File: config.mk
export PLATFORM = sky130hd
export DESIGN_NAME = rns_alu_sched
export DESIGN_NICKNAME = d
export VERILOG_FILES = /design/src/rtl/rns_alu_sched.sv
export SDC_FILE = /design/constraint.sdc
export NUM_CORES = 1
export LEC_CHECK = 0
export CORE_MARGIN = 2
export CORE_UTILIZATION = 64
export CTS_CLUSTER_DIAMETER = 100
export CTS_CLUSTER_SIZE = 12
export DETAILED_ROUTE_END_ITERATION = 7
export HOLD_SLACK_MARGIN = 0.15
export PLACE_DENSITY = 0.86
export RECOVER_POWER = 100
export SYNTH_ARGS = -nofsm -noshare
export SYNTH_HDL_FRONTEND = slang
export SYNTH_SLANG_ARGS = --single-unit
File: constraint.sdc
create_clock -name clk -period 9 [get_ports clk]
set_input_delay 2.25 -clock clk [delete_from_list [all_inputs] [get_ports clk]]
set_output_delay 2.25 -clock clk [all_outputs]
set_load 0.03 [all_outputs]
File: src/rtl/rns_alu_sched.sv
// rns_alu_sched: EX-stage RNS ALU sequencer.
// Accepts one packed multi-domain operation. By default a single shared
// 8-bit modular lane is time-multiplexed across the domains, one per cycle.
// It holds the packed result until the consumer accepts it.
// Optional build macro: RNS_SCHED_PARALLEL_EN instantiates one lane per
// domain, so every domain is computed in a single RUN cycle.
//
// state | meaning
// IDLE  | ready for a request (req_ready=1 outside reset)
// RUN   | computing residue slices (serial: one domain per edge)
// DONE  | result valid and held until res_ready
module rns_alu_sched #(
  parameter int                       NUM_DOMAINS = 1,
  parameter logic [NUM_DOMAINS*8-1:0] MODULI      = {NUM_DOMAINS{8'd255}},
  localparam int                      IDX_W       = (NUM_DOMAINS > 1) ? $clog2(NUM_DOMAINS) : 1
) (
  input  logic                     clk,
  input  logic                     reset,
  input  logic                     req_valid,
  output logic                     req_ready,
  input  logic [NUM_DOMAINS*8-1:0] op1,
  input  logic [NUM_DOMAINS*8-1:0] op2,
  input  logic [2:0]               op_sel,
  input  logic                     flush,
  output logic                     res_valid,
  input  logic                     res_ready,
  output logic [NUM_DOMAINS*8-1:0] result,
  output logic                     zero_eq_flag,
  output logic                     busy,
  output logic [IDX_W-1:0]         cur_domain
);

  localparam logic [2:0] OP_ADD  = 3'b000;
  localparam logic [2:0] OP_SUB  = 3'b001;
  localparam logic [2:0] OP_AND  = 3'b010;
  localparam logic [2:0] OP_OR   = 3'b011;
  localparam logic [2:0] OP_NOT  = 3'b100;
  localparam logic [2:0] OP_SHL  = 3'b101;
  localparam logic [2:0] OP_PASS = 3'b110;
  localparam logic [2:0] OP_CMP  = 3'b111;

  typedef enum logic [1:0] {
    IDLE = 2'd0,
    RUN  = 2'd1,
    DONE = 2'd2
  } state_t;

  state_t                   state_q, state_d;
  logic [NUM_DOMAINS*8-1:0] op1_q, op1_d;
  logic [NUM_DOMAINS*8-1:0] op2_q, op2_d;
  logic [2:0]               op_sel_q, op_sel_d;
  logic [NUM_DOMAINS*8-1:0] result_q, result_d;
  logic                     flag_q, flag_d;
  logic [NUM_DOMAINS*8-1:0] run_result;
  logic                     run_last;

  // One modular lane. The 9-bit intermediate keeps the carry so that
  // sums up to 2*255 reduce correctly; bitwise ops are never reduced.
  function automatic logic [7:0] lane_op(input logic [2:0] sel,
                                         input logic [7:0] a,
                                         input logic [7:0] b,
                                         input logic [7:0] m);
    logic [8:0] s;
    logic [7:0] addend;
    logic [7:0] r;
    s      = '0;
    r      = '0;
    addend = (sel == OP_SHL) ? a : b;
    case (sel)
      OP_ADD, OP_SHL: begin
        s = {1'b0, a} + {1'b0, addend};
        r = (s >= {1'b0, m}) ? 8'(s - {1'b0, m}) : s[7:0];
      end
      OP_SUB: begin
        if (a >= b) begin
          r = a - b;
        end else begin
          s = {1'b0, a} + {1'b0, m} - {1'b0, b};
          r = s[7:0];
        end
      end
      OP_AND:  r = a & b;
      OP_OR:   r = a | b;
      OP_NOT:  r = ~a;
      OP_PASS: r = a;
      OP_CMP:  r = a;
      default: r = a;
    endcase
    return r;
  endfunction

  // Flag combines every slice of the final result, or compares all domains for CMP.
  function automatic logic final_flag(input logic [2:0] sel,
                                      input logic [NUM_DOMAINS*8-1:0] a,
                                      input logic [NUM_DOMAINS*8-1:0] b,
                                      input logic [NUM_DOMAINS*8-1:0] res);
    return (sel == OP_CMP) ? (a == b) : (res == '0);
  endfunction

`ifdef RNS_SCHED_PARALLEL_EN

  // All domains are evaluated at once; one lane per domain.
  always_comb begin
    run_result = '0;
    for (int i = 0; i < NUM_DOMAINS; i++) begin
      run_result[(NUM_DOMAINS-i)*8-1 -: 8] = lane_op(op_sel_q,
                                                     op1_q[(NUM_DOMAINS-i)*8-1 -: 8],
                                                     op2_q[(NUM_DOMAINS-i)*8-1 -: 8],
                                                     MODULI[(NUM_DOMAINS-i)*8-1 -: 8]);
    end
    run_last = 1'b1;
  end

  assign cur_domain = '0;

`else

  localparam logic [IDX_W-1:0] LAST_IDX = IDX_W'(NUM_DOMAINS - 1);

  logic [IDX_W-1:0] idx_q, idx_d;
  logic [7:0]       lane_a, lane_b, lane_m, lane_r;

  // Shared lane: mux in the slices of domain idx and merge its result into the held result.
  always_comb begin
    lane_a     = '0;
    lane_b     = '0;
    lane_m     = '0;
    run_result = result_q;
    for (int i = 0; i < NUM_DOMAINS; i++) begin
      if (idx_q == IDX_W'(i)) begin
        lane_a = op1_q[(NUM_DOMAINS-i)*8-1 -: 8];
        lane_b = op2_q[(NUM_DOMAINS-i)*8-1 -: 8];
        lane_m = MODULI[(NUM_DOMAINS-i)*8-1 -: 8];
      end
    end
    lane_r = lane_op(op_sel_q, lane_a, lane_b, lane_m);
    for (int i = 0; i < NUM_DOMAINS; i++) begin
      if (idx_q == IDX_W'(i)) begin
        run_result[(NUM_DOMAINS-i)*8-1 -: 8] = lane_r;
      end
    end
    run_last = (idx_q == LAST_IDX);
  end

  // Domain index: restarts on accept, advances each RUN edge, parks at 0 elsewhere.
  always_comb begin
    idx_d = '0;
    if (state_q == RUN && !flush && !run_last) begin
      idx_d = idx_q + 1'b1;
    end
  end

  // Domain index register.
  always_ff @(posedge clk or negedge reset) begin
    if (!reset) begin
      idx_q <= '0;
    end else begin
      idx_d_apply: idx_q <= idx_d;
    end
  end

  assign cur_domain = (state_q == RUN) ? idx_q : '0;

`endif

  // Next-state and datapath update; flush outranks every other transition.
  always_comb begin
    state_d  = state_q;
    op1_d    = op1_q;
    op2_d    = op2_q;
    op_sel_d = op_sel_q;
    result_d = result_q;
    flag_d   = flag_q;
    case (state_q)
      IDLE: begin
        if (req_valid && !flush) begin
          op1_d    = op1;
          op2_d    = op2;
          op_sel_d = op_sel;
          result_d = '0;
          flag_d   = 1'b0;
          state_d  = RUN;
        end
      end
      RUN: begin
        if (flush) begin
          result_d = '0;
          flag_d   = 1'b0;
          state_d  = IDLE;
        end else begin
          result_d = run_result;
          if (run_last) begin
            flag_d  = final_flag(op_sel_q, op1_q, op2_q, run_result);
            state_d = DONE;
          end
        end
      end
      DONE: begin
        if (flush) begin
          result_d = '0;
          flag_d   = 1'b0;
          state_d  = IDLE;
        end else if (res_ready) begin
          state_d = IDLE;
        end
      end
      default: begin
        result_d = '0;
        flag_d   = 1'b0;
        state_d  = IDLE;
      end
    endcase
  end

  // State, operand latches and result register; reset aborts any operation at once.
  always_ff @(posedge clk or negedge reset) begin
    if (!reset) begin
      state_q  <= IDLE;
      op1_q    <= '0;
      op2_q    <= '0;
      op_sel_q <= '0;
      result_q <= '0;
      flag_q   <= 1'b0;
    end else begin
      state_q  <= state_d;
      op1_q    <= op1_d;
      op2_q    <= op2_d;
      op_sel_q <= op_sel_d;
      result_q <= result_d;
      flag_q   <= flag_d;
    end
  end

  // req_ready is gated by reset so it reads 0 for the whole reset interval.
  assign req_ready    = reset && (state_q == IDLE);
  assign res_valid    = (state_q == DONE);
  assign busy         = (state_q != IDLE);
  assign result       = result_q;
  assign zero_eq_flag = flag_q;

endmodule

==> results.ini, run 1 <==
[run_status]
outcome=finished with violations
violations=max-capacitance violations, max-slew violations

[power_and_ir_drop]
power.share.clock_pct=11.2
p_total_w=0.000986
pwr-share-comb_pct=67.6
irDropWorstVdd_mv=0.183
power.share.sequential_pct=21.2
switching_share_pct=48.6
p_per_area_nw_per_um2=224
p_sw_w=0.000479
p_leak_nw=1.96
p_int_w=0.000507

[drt]
met3_length_um=679
antenna_left=0
wirelength_um=10300
wl_met1_um=4400
route.detailed.drc=0
route.met2.wl_um=4900
wl_per_cell_um=18.0
via_per_inst=6.36
drtIter0Drc=271
routed-via-count=3631
highest_layer=met4
drt_first_pass_iters=5

[die]
num_rows=28
start_util_pct=66.3
die_y_um=82.6
ios=37
dieArea_um2=6820
fp.coreArea_um2=5960
dieWidth_um=82.6

[worst_hold_path]
hold_depth=1
min_from=result[7]$_DFFE_PN0P_
hold_path_end=result[7]$_DFFE_PN0P_
hold_path_class=reg2reg

[final_layout]
instances_no_fill=571
layout.nets=577
drive_above_1_share_pct=9.07
syn2layout_area_growth_pct=11.4
diodes=0

[synth]
synthXorXnorAreaFrac_pct=6.21
synth-main-ff-cell=dfrtp_1
yosys-mux-area-fraction_pct=6.81
synthTopCellsByArea=dfrtp_1 20%, ha_1 15%, mux2_2 5.4%
synth-compound-area-share_pct=24.3
synth_cell_types=73
synth_seq_area_share_pct=19.6
yosysTopAreaCellShare_pct=19.6
avgSynthCellArea_um2=8.55
yosys_warnings=0
yosysTopAreaCell=dfrtp_1
async_reset_ff_share_pct=100
synth_top_family_by_area=compound AO/OA/AOI/OAI gates
synth_edf_count=0
ys_ff_latch=31
syn_area_um2=3950
netlist_instances=462
yosys.area_share.adder_pct=19.9
yosys.area_share.simple_pct=16.8

[clock_network]
cts_htree_levels=2
cts_tree=yes
root_buffer=clkbuf_8
clk_pin_slew_ns=0.06
cts_setup_buffers=0
cts.sinks=31
clk_latency_ns=0.28
hold_buffers=0
cts_inserted_buffers=5
clockBufferDepth=2
cts_resized=0

[timing]
layout_setup_ws_ns=1.78
rsz0062_at_grt=false
finalCritPeriodShare_pct=80.2
drv_slew=72
timing.slew.headroom_pct=-32.0
worstMarginPinSlew_ns=1.98
fin_crit_ns=7.22
clock.fmax_mhz=138
hold_viol_final=0
setup_viol=0
fin_worst_skew_ns=0.00480
hold_ws_ns=0.499
setup_tns_ns=0

[critical_path]
cp-start-kind=input pin
crit_chain=dlygate4sd3_1, clkbuf_1, inv_1, nor2_1, dlygate4sd3_1
cp_data_arrival_time_ns=4.97
end_kind=primary output
path_delay_family=buffers and inverters
cp.buffers_inverters=4
path_max_fanout=32
r2r-start=idx_q$_DFF_PN0_
crit_path_top_delay_cell=clkbuf_1
cp_common_cell=dlygate4sd3_1
required_ns=6.75
max_stage_delay_ns=1.18
reg2reg_to=zero_eq_flag$_DFFE_PN0P_
crit_type=in2out
r2r_cells=19
r2r_slack_ns=1.97

[placed_design]
place_inst=564
routabilityCongestion=1.03
portBuffers=36
dp_slack_ns=2.78
hpwl_um=8030

[global_routing]
grt_overflow=0
grt_pass1_wl_um=16400
grtUsageTotal_pct=32.0
grt_max_degree=39
grt_pass1_vias=3386
antenna_found_initial=0

[job]
cap_viol_max_count=2

[worst max-delay path by stage]
stage | slack, ns | from | end | cells past startpoint
after CTS | 2.77 | reset | req_ready | 5
after global placement | 2.82 | reset | req_ready | 5
final | 1.78 | reset | req_ready | 5
after global routing | 1.33 | reset | req_ready | 5
after detailed placement | 2.78 | reset | req_ready | 5
after floorplan | 4.06 | reset | req_ready | 2
[sequential cells by signal (all words and copies together), names as in the netlist]
name          cells
op_sel_q          3
state_q           2
op1_q             8
idx_q             1
zero_eq_flag      1
op2_q             8
result            8
[metal layers]
metal	global-route usage, %	vias up
met2	52.0	162
li1	-	1721
met5	0	-
met1	43.2	1718
met3	4.35	30
met4	12.3	0
[worst reg2reg max path: cells and delay by family (launching register included)]
| kind | cells | cell delay, ns |
|---|---|---|
| compound gates | 9 | 2.28 |
| buf+inv | 2 | 2.23 |
| fa+ha+maj | 3 | 1.05 |
| simple gates | 4 | 0.88 |
| flops | 1 | 0.35 |
| xor+xnor | 1 | 0.12 |
[final cells by class]
class                      instances  area (um2)
timing repair buffer              39         372
multi-input combinational        375        2910
clock buffer                       6        82.6
inverter                          44         165
sequential                        31         776
fill                             458        1550
clock inverter                     1        5.00
tap                               75        93.8
[through the flow]
stage	cell area, um2	utilization [%]
after floorplan	3960	-
after CTS	4440	74.6
after detailed placement	4360	73.1
final	4400	73.9
after global placement	4360	73.1
after global routing	4400	73.9
[cells in the mapped netlist (all sizes together), types with 2 or more instances]
| cell | count |
|---|---|
| o32ai | 2 |
| or2 | 2 |
| buf | 8 |
| nand3 | 9 |
| mux2i | 4 |
| xnor2 | 21 |
| or3 | 2 |
| nand3b | 2 |
| fa | 10 |
| nand2b | 8 |
| ha | 47 |
| nor4 | 2 |
| a221oi | 4 |
| a31oi | 2 |
| conb | 2 |
| a21oi | 37 |
| a211oi | 11 |
| o211ai | 8 |
| nor2b | 15 |
| xor2 | 7 |
| o31a | 2 |
| mux2 | 20 |
| nor3b | 4 |
| nor2 | 27 |
| o21ai | 32 |
| clkbuf | 5 |
| nand2 | 34 |
| o31ai | 3 |
| and2b | 3 |
| nor3 | 7 |
| a22o | 4 |
| o21bai | 8 |
| inv | 44 |
| a311o | 3 |
| dfrtp | 31 |
| a21o | 7 |
| nand4 | 6 |
| o22ai | 3 |
[cell usage in the layout, fill, tap and decap left out, types with 3 or more instances in the layout]
cell type / count
a221oi_1: 3
mux2_2: 19
nor2_1: 26
a211oi_1: 11
a311o_1: 3
xor2_1: 7
o21ai_0: 29
dfrtp_1: 31
clkbuf_8: 6
nor3b_1: 4
nor2b_1: 15
conb_1: 3
fa_1: 10
mux2i_1: 4
dlygate4sd3_1: 14
nand3_1: 9
ha_1: 47
a21oi_1: 35
a21o_1: 5
o22ai_1: 3
nand4_1: 6
nand2b_1: 8
clkdlybuf4s50_1: 22
o211ai_1: 8
o21bai_1: 8
nand2_1: 34
xnor2_1: 21
nor3_1: 7
inv_1: 44
clkbuf_1: 3
a22o_1: 3
[cells by family (layout without fill, tap and decap cells)]
group                    Yosys count  after routing
adder cells (fa/ha/maj)           57             57
multiplexers                      24             24
XOR/XNOR                          28             28
AO/OA/AOI/OAI                    137            137
AND/OR/NAND/NOR                  126            126
flip-flops                        31             31
other                              2              3
buffers and inverters             57             90
[power by group through the flow]
stage	registers, W	clock network [W]	logic [W]
after global placement	0.000207	0	0.000642
after detailed placement	0.000209	0	0.000661
after floorplan	0.000196	0	0.000520
final	0.000209	0.000110	0.000667
after CTS	0.000207	0.000111	0.000666
after global routing	0.000213	0.000119	0.000734
(Power assumes the default switching activity.)
==> run 2: changes to the inputs <==
Settings changed: CORE_UTILIZATION 64 to 59, PLACE_DENSITY 0.86 to 0.8.
Clock period 9 ns to 7.5 ns, I/O delays scaled along.
==> run 2 against run 1 <==
Compared with the run above:
- the flow now finishes without violations
- first-iteration DRC count rose by 10%
- via count fell by 3.2%
- die area rose by 8.1%
- clock skew rose by 0.0023 ns
==> results.ini, run 2 (synthesized netlist as in run 1, its figures left out) <==
[run_status]
outcome=finished, final reports clean

[die]
start_util_pct=61.5
fp.coreArea_um2=6420
dieWidth_um=85.8
dieArea_um2=7370
num_rows=29
ios=37
die_y_um=85.8

[clock_network]
cts.sinks=31
cts_tree=yes
cts_resized=0
cts_setup_buffers=0
hold_buffers=0
clk_latency_ns=0.28
clockBufferDepth=2
cts_htree_levels=2
root_buffer=clkbuf_8
cts_inserted_buffers=5
clk_pin_slew_ns=0.07

[timing]
timing.slew.headroom_pct=38.3
drv_slew=0
rsz0062_at_grt=false
clock.fmax_mhz=175
worstMarginPinSlew_ns=0.919
finalCritPeriodShare_pct=76.4
setup_viol=0
setup_tns_ns=0
fin_crit_ns=5.73
hold_viol_final=0
fin_worst_skew_ns=0.00712

[drt]
drt_first_pass_iters=5
via_per_inst=6.14
routed-via-count=3516
wl_per_cell_um=17.6
route.detailed.drc=0
antenna_left=0
drtIter0Drc=299
wirelength_um=10100

[global_routing]
grt_overflow=0
grt_pass1_vias=3334
grt_pass1_wl_um=16400
antenna_found_initial=0
grt_max_degree=33
grtUsageTotal_pct=28.6

[critical_path]
crit_type=reg2reg
path_max_fanout=22
end_kind=register
cp_data_arrival_time_ns=5.88
required_ns=7.65
cp-start-kind=register

[placed_design]
dpl_cell_area_um2=4360
hpwl_um=8210
routabilityCongestion=1.01
portBuffers=36

[final_layout]
final_common_cell=ha_1
fillers=546
final_cell_mix=47 x ha_1, 44 x inv_1, 35 x a21oi_1
diodes=0
syn2layout_area_growth_pct=11.7
drive_above_1_share_pct=9.68
layout.nets=577
final_area_um2=4410

[power_and_ir_drop]
p_per_area_nw_per_um2=267
power.share.sequential_pct=21.4
pwr-share-comb_pct=67.5
power.share.clock_pct=11.2
switching_share_pct=48.6
p_sw_w=0.000572
irDropWorstVdd_mv=0.165
p_leak_nw=1.97
p_int_w=0.000604

[job]
cap_viol_max_count=0

[worst_hold_path]
hold_path_class=reg2reg

## run 2: metrics by stage
stage          hold WS (ns)  util [%]  cells  total power [W]  setup WS (ns)
4_1_cts               0.511      69.2    573          0.00119           2.00
3_3_place_gp          0.483      67.9    566          0.00103           2.05
5_1_grt               0.538      68.7    573          0.00128           1.30
3_5_place_dp          0.497      67.9    566          0.00105           2.01
2_1_floorplan         0.517         -    463         0.000859           2.76
6_report              0.500      68.7    573          0.00118           1.77
## run 2: cell type report
type | count | area [um2] | share of cell area [%]
inverters | 44 | 165 | 3.74
multi-input cells | 375 | 2910 | 65.9
clock buffers | 6 | 82.6 | 1.87
flip-flops and latches | 31 | 776 | 17.6
repair buffers | 39 | 379 | 8.59
well taps | 77 | 96.3 | 2.18
clock inverters | 1 | 5.00 | 0.113
## run 2: worst paths after layout
| path | from | to | slack [ns] | depth (start not counted) |
|---|---|---|---|---|
| min in group asynchronous | reset | op2_q[0]$_DFFE_PN0P_ | 2.05 | 2 |
| max reg2reg | idx_q$_DFF_PN0_ | zero_eq_flag$_DFFE_PN0P_ | 1.77 | 18 |
| min reg2reg | result[3]$_DFFE_PN0P_ | result[3]$_DFFE_PN0P_ | 0.50 | 2 |
| max | idx_q$_DFF_PN0_ | zero_eq_flag$_DFFE_PN0P_ | 1.77 | 18 |
| min | result[3]$_DFFE_PN0P_ | result[3]$_DFFE_PN0P_ | 0.50 | 2 |
| max in group asynchronous | reset | state_q[0]$_DFFE_PN0P_ | 5.16 | 2 |
## run 2: power groups by stage
stage / clock network (W) / registers [W] / logic [W]
5_1_grt: 0.000145 / 0.000256 / 0.000876
6_report: 0.000131 / 0.000251 / 0.000794
4_1_cts: 0.000136 / 0.000250 / 0.000801
3_3_place_gp: 0 / 0.000251 / 0.000776
2_1_floorplan: 0 / 0.000235 / 0.000624
3_5_place_dp: 0 / 0.000253 / 0.000795
## run 2: metal layers
layer / up-vias / wire (um) / track usage, %
li1: 1716 / - / -
met1: 1648 / 4480 / 37.9
met2: 130 / 4770 / 47.7
met3: 22 / 520 / 3.95
met4: 0 / 286 / 10.8
met5: - / 0 / 0
## run 2: critical path, stage by stage (launching register included)
cell	delay (ns)
dfrtp_1	0.63
nor2b_1	0.64
inv_1	0.25
o21ai_0	0.39
ha_1	0.33
a211oi_1	0.24
o21bai_1	0.10
a21oi_1	0.20
xor2_1	0.33
inv_1	0.08
ha_1	0.33
nand4_1	0.18
a21oi_1	0.09
o31ai_1	0.66
a211o_2	0.25
a21o_1	0.12
o211ai_1	0.14
nand4b_1	0.23
o41ai_1	0.40
==> run 3: changes to the inputs <==
Clock period 7.5 ns to 5.3 ns, I/O delays scaled along.
==> run 3 against run 2 <==
Compared with the run above:
- the flow now finishes with violations (max-capacitance violations, max-slew violations)
- sequential power rose by 32%
- routed wire length increased by 6.7%
- design area is 1.6% higher
- combinational power up 51%
- power up 46%
- critical endpoint unchanged
- maximum frequency rose by 19%
- largest power group unchanged
- register-to-register slack got worse by 1.3 ns
- die area unchanged
- largest cell class unchanged
- cell count is 1.2% higher
==> results.ini, run 3 (synthesized netlist as in run 1, its figures left out) <==
[timing]
drv_slew=32
timing.slew.headroom_pct=-9.37
worstMarginPinSlew_ns=1.64
setup_tns_ns=0
hold_viol_final=0
fin_worst_skew_ns=0.00593
setup_viol=0
layout_setup_ws_ns=0.483
fin_crit_ns=4.82
clock.fmax_mhz=208
finalCritPeriodShare_pct=90.9
rsz0062_at_grt=false

[clock_network]
cts_resized=0
clk_pin_slew_ns=0.06
cts_inserted_buffers=5
cts_htree_levels=2
hold_buffers=0
cts_setup_buffers=0
clockBufferDepth=2
root_buffer=clkbuf_8
cts.sinks=31
clk_latency_ns=0.28
cts_tree=yes

[drt]
routed-via-count=3590
antenna_left=0
via_per_inst=6.19
wl_per_cell_um=18.5
wirelength_um=10700
drt_first_pass_iters=5
drtIter0Drc=264
route.detailed.drc=0

[critical_path]
path_delay_family=compound AO/OA/AOI/OAI gates
end_kind=register
cp.buffers_inverters=2
crit_chain=buf_4, inv_1, nand2_1, o21ai_0, ha_1, fa_1, a211oi_2, o21bai_1, a21oi_1, xnor2_1, ha_1, nand4_1, a21oi_1, o31a_1, nor3_1, a21oi_1, a221oi_1, nand4b_1, o41ai_2
required_ns=5.48
cp_common_cell=a21oi_1
path_max_fanout=12
cp-start-kind=register
cp_data_arrival_time_ns=5.00
crit_path_top_delay_cell=dfrtp_1
crit_type=reg2reg
max_stage_delay_ns=0.60

[run_status]
violations=max-capacitance violations, max-slew violations
outcome=finished with violations

[die]
num_rows=29
start_util_pct=61.5
fp.coreArea_um2=6420
die_y_um=85.8
dieWidth_um=85.8
ios=37
dieArea_um2=7370

[job]
cap_viol_max_count=1

[global_routing]
grt_pass1_vias=3557
grt_max_degree=32
grt_overflow=0
grt_pass1_wl_um=17600
grtUsageTotal_pct=30.5
antenna_found_initial=0

[power_and_ir_drop]
p_leak_nw=2.01
irDropWorstVdd_mv=0.234
p_per_area_nw_per_um2=383

[placed_design]
routabilityCongestion=0.970
hpwl_um=8790
dp_slack_ns=0.598
portBuffers=36

[worst_hold_path]
hold_path_class=reg2reg

[final_layout]
final_common_cell=ha_1
diodes=0
final_cell_mix=47 x ha_1, 44 x inv_1, 35 x a21oi_1
layout.nets=584
drive_above_1_share_pct=11.1
postLayoutCoreUtil_pct=69.8
syn2layout_area_growth_pct=13.4

## run 3: cell types whose count changed in the layout (fill, tap and decap cells not counted), sizes merged
cell / before / now
buf: 2 / 8
clkbuf: 7 / 8
## run 3: path summary, 6_finish.rpt
kind                                            start  depth (start not counted)                  endpoint  slack [ns]
worst max register to register        idx_q$_DFF_PN0_                         19  zero_eq_flag$_DFFE_PN0P_        0.48
worst max-delay path                  idx_q$_DFF_PN0_                         19  zero_eq_flag$_DFFE_PN0P_        0.48
worst min register to register  result[7]$_DFFE_PN0P_                          1     result[7]$_DFFE_PN0P_        0.50
min in group asynchronous                       reset                          2   op_sel_q[0]$_DFFE_PN0P_        2.12
max in group asynchronous                       reset                          2      op2_q[7]$_DFFE_PN0P_        2.22
worst min-delay path            result[7]$_DFFE_PN0P_                          1     result[7]$_DFFE_PN0P_        0.50
## run 3: final cells by class
cell class	count	area, um2
sequential	31	776
clock inverter	1	5.00
timing repair buffer	46	428
inverter	44	165
clock buffer	6	82.6
tap	77	96.3
multi-input combinational	375	2930
fill	528	1940
## run 3: routing by layer
metal	part of all wire [%]	vias to the layer above	global-route usage, %
met2	48	116	52.1
met4	3.0	0	11.5
met1	45	1710	39.9
met5	0	-	0
li1	-	1740	-
met3	3.8	24	3.37
## run 3: where the power goes
part | total, W | switching (W) | internal, W
Sequential | 0.000331 | 0.0000529 | 0.000279
Combinational | 0.00120 | 0.000700 | 0.000501
Clock | 0.000186 | 0.0000839 | 0.000102
Total | 0.00172 | 0.000837 | 0.000881
## run 3: per-stage QoR
step,std cells,area [um2],hold slack (ns),power [W]
floorplan,463,3960,0.517,0.00122
global placement,573,4410,0.480,0.00149
detailed placement,573,4410,0.490,0.00151
CTS,580,4500,0.512,0.00171
global route,580,4480,0.525,0.00186
finish,580,4480,0.502,0.00172
